**src/rtl/truth_table_sequencer_pkg.sv**
```systemverilog
// Shared constants and state encoding for the truth-table sequencer.
package truth_table_sequencer_pkg;

    localparam int unsigned VEC_W       = 4;
    localparam int unsigned NUM_VECTORS = 16;
    localparam int unsigned CNT_W       = 4;
    localparam int unsigned ONES_W      = 5;

    typedef enum logic [1:0] {
        ST_IDLE    = 2'd0,
        ST_SETTLE  = 2'd1,
        ST_CAPTURE = 2'd2,
        ST_DONE    = 2'd3
    } state_e;

    function automatic logic is_last_vector(input logic [VEC_W-1:0] v);
        return v == VEC_W'(NUM_VECTORS - 1);
    endfunction

endpackage

```
**src/rtl/truth_table_sequencer_settle_counter.sv**
```systemverilog
// Loadable 4-bit down-counter timing how long each vector is held.
module truth_table_sequencer_settle_counter
    import truth_table_sequencer_pkg::*;
(
    input  logic             clk,
    input  logic             rst_n,
    input  logic             load,
    input  logic             dec,
    input  logic [CNT_W-1:0] load_val,
    output logic [CNT_W-1:0] count
);

    logic [CNT_W-1:0] count_q;
    logic [CNT_W-1:0] count_d;

    // Load wins over decrement; decrement saturates at zero.
    always_comb begin
        count_d = count_q;
        if (load) begin
            count_d = load_val;
        end else if (dec && (count_q != '0)) begin
            count_d = count_q - CNT_W'(1);
        end
    end

    always_ff @(posedge clk) begin
        if (!rst_n) begin
            count_q <= '0;
        end else begin
            count_q <= count_d;
        end
    end

    assign count = count_q;

endmodule

```
**src/rtl/truth_table_sequencer.sv**
```systemverilog
// Sweeps all 16 input vectors of a 4-input function, holding each for SETTLE
// cycles and capturing the response into a truth table plus a ones count.
module truth_table_sequencer
    import truth_table_sequencer_pkg::*;
#(
    parameter int unsigned SETTLE = 1
) (
    input  logic                   clk,
    input  logic                   rst_n,
    input  logic                   start,
    input  logic                   abort,
    input  logic                   f_in,
    output logic [VEC_W-1:0]       x,
    output logic                   busy,
    output logic                   done,
    output logic [NUM_VECTORS-1:0] table_out,
    output logic [ONES_W-1:0]      ones_count
);

    state_e                 state_q, state_d;
    logic [VEC_W-1:0]       x_q, x_d;
    logic                   busy_q, busy_d;
    logic                   done_q, done_d;
    logic [NUM_VECTORS-1:0] table_q, table_d;
    logic [ONES_W-1:0]      ones_q, ones_d;

    logic                   cnt_load;
    logic                   cnt_dec;
    logic [CNT_W-1:0]       cnt;

    truth_table_sequencer_settle_counter u_settle_counter (
        .clk      (clk),
        .rst_n    (rst_n),
        .load     (cnt_load),
        .dec      (cnt_dec),
        .load_val (CNT_W'(SETTLE)),
        .count    (cnt)
    );

    // Next-state and datapath; abort pre-empts both settling and capture.
    always_comb begin
        state_d  = state_q;
        x_d      = x_q;
        table_d  = table_q;
        ones_d   = ones_q;
        cnt_load = 1'b0;
        cnt_dec  = 1'b0;

        unique case (state_q)
            ST_IDLE: begin
                if (start) begin
                    state_d  = ST_SETTLE;
                    x_d      = '0;
                    table_d  = '0;
                    ones_d   = '0;
                    cnt_load = 1'b1;
                end
            end
            ST_SETTLE: begin
                if (abort) begin
                    state_d = ST_IDLE;
                end else begin
                    cnt_dec = 1'b1;
                    if (cnt <= CNT_W'(1)) begin
                        state_d = ST_CAPTURE;
                    end
                end
            end
            ST_CAPTURE: begin
                if (abort) begin
                    state_d = ST_IDLE;
                end else begin
                    table_d[x_q] = f_in;
                    ones_d       = ones_q + ONES_W'(f_in);
                    if (is_last_vector(x_q)) begin
                        state_d = ST_DONE;
                    end else begin
                        x_d      = x_q + VEC_W'(1);
                        cnt_load = 1'b1;
                        state_d  = ST_SETTLE;
                    end
                end
            end
            ST_DONE: begin
                state_d = ST_IDLE;
            end
            default: begin
                state_d = ST_IDLE;
            end
        endcase

        busy_d = (state_d == ST_SETTLE) || (state_d == ST_CAPTURE);
        done_d = (state_d == ST_DONE);
    end

    always_ff @(posedge clk) begin
        if (!rst_n) begin
            state_q <= ST_IDLE;
            x_q     <= '0;
            busy_q  <= 1'b0;
            done_q  <= 1'b0;
            table_q <= '0;
            ones_q  <= '0;
        end else begin
            state_q <= state_d;
            x_q     <= x_d;
            busy_q  <= busy_d;
            done_q  <= done_d;
            table_q <= table_d;
            ones_q  <= ones_d;
        end
    end

    assign x          = x_q;
    assign busy       = busy_q;
    assign done       = done_q;
    assign table_out  = table_q;
    assign ones_count = ones_q;

endmodule

```
**config.mk**
```make
export PLATFORM = sky130hd
export DESIGN_NAME = truth_table_sequencer
export DESIGN_NICKNAME = d
export VERILOG_FILES = /design/src/rtl/truth_table_sequencer_pkg.sv /design/src/rtl/truth_table_sequencer_settle_counter.sv /design/src/rtl/truth_table_sequencer.sv
export SDC_FILE = /design/constraint.sdc
export NUM_CORES = 1
export LEC_CHECK = 0
export ABC_AREA = 0
export CORE_ASPECT_RATIO = 1.4
export CORE_MARGIN = 5
export CORE_UTILIZATION = 45
export CTS_CLUSTER_DIAMETER = 120
export DETAILED_ROUTE_END_ITERATION = 12
export PLACE_DENSITY_LB_ADDON = 0.12
export SKIP_LAST_GASP = 1
export SLEW_MARGIN = 20
export SYNTH_ARGS = -nofsm -noshare
export SYNTH_HDL_FRONTEND = slang
export SYNTH_SLANG_ARGS = --single-unit
```
**constraint.sdc**
```tcl
create_clock -name clk -period 3.8 [get_ports clk]
set_clock_uncertainty 0.2 [all_clocks]
set_input_delay 0.57 -clock clk [delete_from_list [all_inputs] [get_ports clk]]
set_output_delay 0.57 -clock clk [all_outputs]
set_load 0.005 [all_outputs]
```
==> impl_results.md <==
* Die Area at 5140 µm²
* Synthesized flop and latch total at 33
* Worst EP required at ~3.8 ns
* Yosys warns at 0
* Slew headroom at 54.6%
* CTS max path bufs at 2
* Util after Layout at 57.7%
* Routability Congestion at 0.777
* CP max stage cell: a21o_1
* Number of global-route vias before repair at 1531
* Post-Syn Instances at 208
* Buffers added on ports at 31
* WHS at 0.278 ns
* HPWL after detailed placement at between 2000 and 3000 µm
* Number of CTS-inserted buffers at 5
* DRC Markers at 0
* GRT Overall Usage at 16.9%
* Mean Syn Cell Area at 8.20 µm²
* Clk pwr share at 45.4%
* DRT Wirelength at ~4000 µm
* CP Max Fanout at 23
* Final Hold Violating Endpoints at 0
* Clock Root Buffer: clkbuf_8
* Post-Layout Cell Count at 273
* PwrDens at roughly 350 nW/µm²
* Initial antenna violation count at 0
* Power Total at roughly 750 µW
* Max incr delay on CP at 0.59 ns
* Clock sinks at 33
* Seq/Total Area, Yosys at 38.7%
* Worst-Margin Slew at slightly below 0.7 ns
* Peak VDD IR at 0.339 mV
* ANT cells at 0
* Nets at 245
* Global-route wire length before repair at 6740 µm
* Max Transition Viols Final at 0
* Combinational Power Share at under 10%
* CTS H-tree depth at 2
* Tightest Hold Check Type: register to register
* Sequential share of power at 47.2%
* Via density at between 5 and 6
* Initial DRC Count at 60
* Sw frac at 21.9%
* Worst skew pair latency at between 0.2 and 0.3 ns
* Leakage power at 0.757 nW
* Final worst-path cycle share at 66.6%
* Largest net degree at the start of global routing at 28
* Layout area overhead at 24.2%
* Die W at 62.0 µm
* Critical Path End Type: register
* Internal power at around 590 µW
* Core Box Area at 3680 µm²
* Post-CTS sizing at 0
* Cell Area, Synth at between 1500 and 2000 µm²
* Hold_buf cts at 0
* Avg WL per Cell at between 10 and 15 µm
* Synth unique cells at 34
* Placed cells at 265
* Initial core utilization at 46.4%
* Crit start category: input port
* Die height at 82.9 µm
* Ys flop type: dfxtp_1
* Switch Pwr at 164 µW
* TNS Setup at 0 ns
* Boundary Pins at 32
* RSZ-0062 raised after global routing: no
* CTS tree: built
* Setup bufs post-CTS at 0
* Max-cap violations at 0
* GR Overflow Total at 0
* Crit path time final at between 2 and 3 ns
* Final ANT Viol Nets at 0
* Arrival @ worst endpoint at 2.51 ns
* Via count of the routed design at 1555
* Worst-path clk slew at 0.07 ns
* Post-route cell area at 2120 µm²
* Layout cell share with drive strength beyond 1 at 3.46%
* Num rows at 26
* Post-synth EDFFs at 0
* Max frequency at 395 MHz
* Syn nets at 223
* Setup ws final at 1.27 ns
* Status: finished, final reports clean
* Initial DRT Pass Iterations at 4
* Crit path cell chain: clkdlybuf4s50_1, nand2b_1, a21o_1, o21ai_1, ha_1, and2_1
* WS Path Type: input port to register
* Final setup fails at 0
* Dpl ws at around 0.96 ns
* Area after DPL at about 2000 µm²
* Async SR Flop Fraction at 0%
==> critical path: cells and delay by family <==
kind	cells	cell delay, ns
simple gates	2	0.36
fa+ha+maj	1	0.31
compound gates	2	0.77
buf+inv	1	0.51
==> kinds of logic (layout without fill, tap and decap cells) <==
family	count (synthesis)	count (layout)	synth area share, %
AO/OA/AOI/OAI	70	70	24.7
XOR/XNOR	4	4	2.05
adder cells (fa/ha/maj)	10	10	7.33
buffers and inverters	26	49	6.30
flip-flops	33	33	38.7
multiplexers	2	2	1.17
AND/OR/NAND/NOR	63	63	19.7
==> sequential cells by signal, indices dropped and copies added, names as in the netlist <==
name                    count
x                           4
table_out                  16
done                        1
u_settle_counter.count      4
busy                        1
state_q                     2
ones_count                  5
==> per-layer routing <==
layer	vias up	share of wire, %	GRT usage, %
met5	-	0	0
met4	0	2.0	5.79
met3	10	5.2	4.81
met2	40	52	29.3
met1	729	41	18.6
li1	776	-	-
==> synth_stat cells (2+ instances only) <==
cell type  instances  area, µm²
dfxtp_1           33        661
a21oi_1           21        105
o21ai_0           16       80.1
nor2_1            13       48.8
nand3_1           12       60.1
a21boi_1          10       75.1
ha_1              10        125
clkbuf_1           9       33.8
inv_1              9       33.8
nand2_1            8       30.0
buf_2              7       35.0
a31oi_1            5       31.3
nand4_1            5       31.3
nor2b_1            5       31.3
o21a_1             5       37.5
a21boi_0           4       30.0
and2_1             4       25.0
nand2b_1           4       25.0
xnor2_1            4       35.0
a211oi_1           3       22.5
nor3_1             3       15.0
and3_1             2       12.5
and4_1             2       17.5
mux2i_1            2       20.0
nand4b_1           2       17.5
o21ai_1            2       10.0
==> power groups by stage <==
stage                     clock network, mW  logic [mW]  registers (mW)
final                                 0.341      0.0555           0.355
after global routing                  0.363      0.0615           0.356
after CTS                             0.348      0.0558           0.355
after detailed placement                  0      0.0552           0.363
after global placement                    0      0.0531           0.363
after floorplan                           0      0.0391           0.360
==> final cells by class <==
type,instances,area [µm²]
timing repair buffer,32,318
sequential,33,661
fill,335,1560
clock buffer,7,86.3
clock inverter,1,30.0
tap,42,52.6
inverter,9,33.8
multi-input combinational,149,938
==> cell usage in the layout (no fill, tap or decap) <==
master,count
nor3_1,3
nand2b_1,4
o2111ai_1,1
clkbuf_1,1
nand4_1,5
a21o_1,1
and3_1,2
nor4_1,1
nand3_1,12
bufinv_16,1
o31ai_1,1
a31oi_1,5
o21a_1,5
clkdlybuf4s50_1,31
and2_1,4
a21oi_1,21
mux2i_1,2
dfxtp_1,33
a21boi_0,4
nand4b_1,2
buf_4,1
xnor2_1,4
nand2_1,8
and4_1,2
nor2_1,13
or4_1,1
nor2b_1,5
o22ai_1,1
a21boi_1,10
a211oi_1,3
o21ai_0,16
clkbuf_8,6
or3b_1,1
o21ai_1,2
inv_1,9
ha_1,10
==> final timing paths <==
check                           cells after the start            end           from  slack [ns]
worst max register to register                      5           busy     state_q[1]        1.50
worst min register to register                      2  table_out[15]  table_out[15]        0.28
worst max-delay path                                6           busy          abort        1.27
worst min-delay path                                2  table_out[15]  table_out[15]        0.28
No activity file was read; power rests on OpenSTA's default activity.
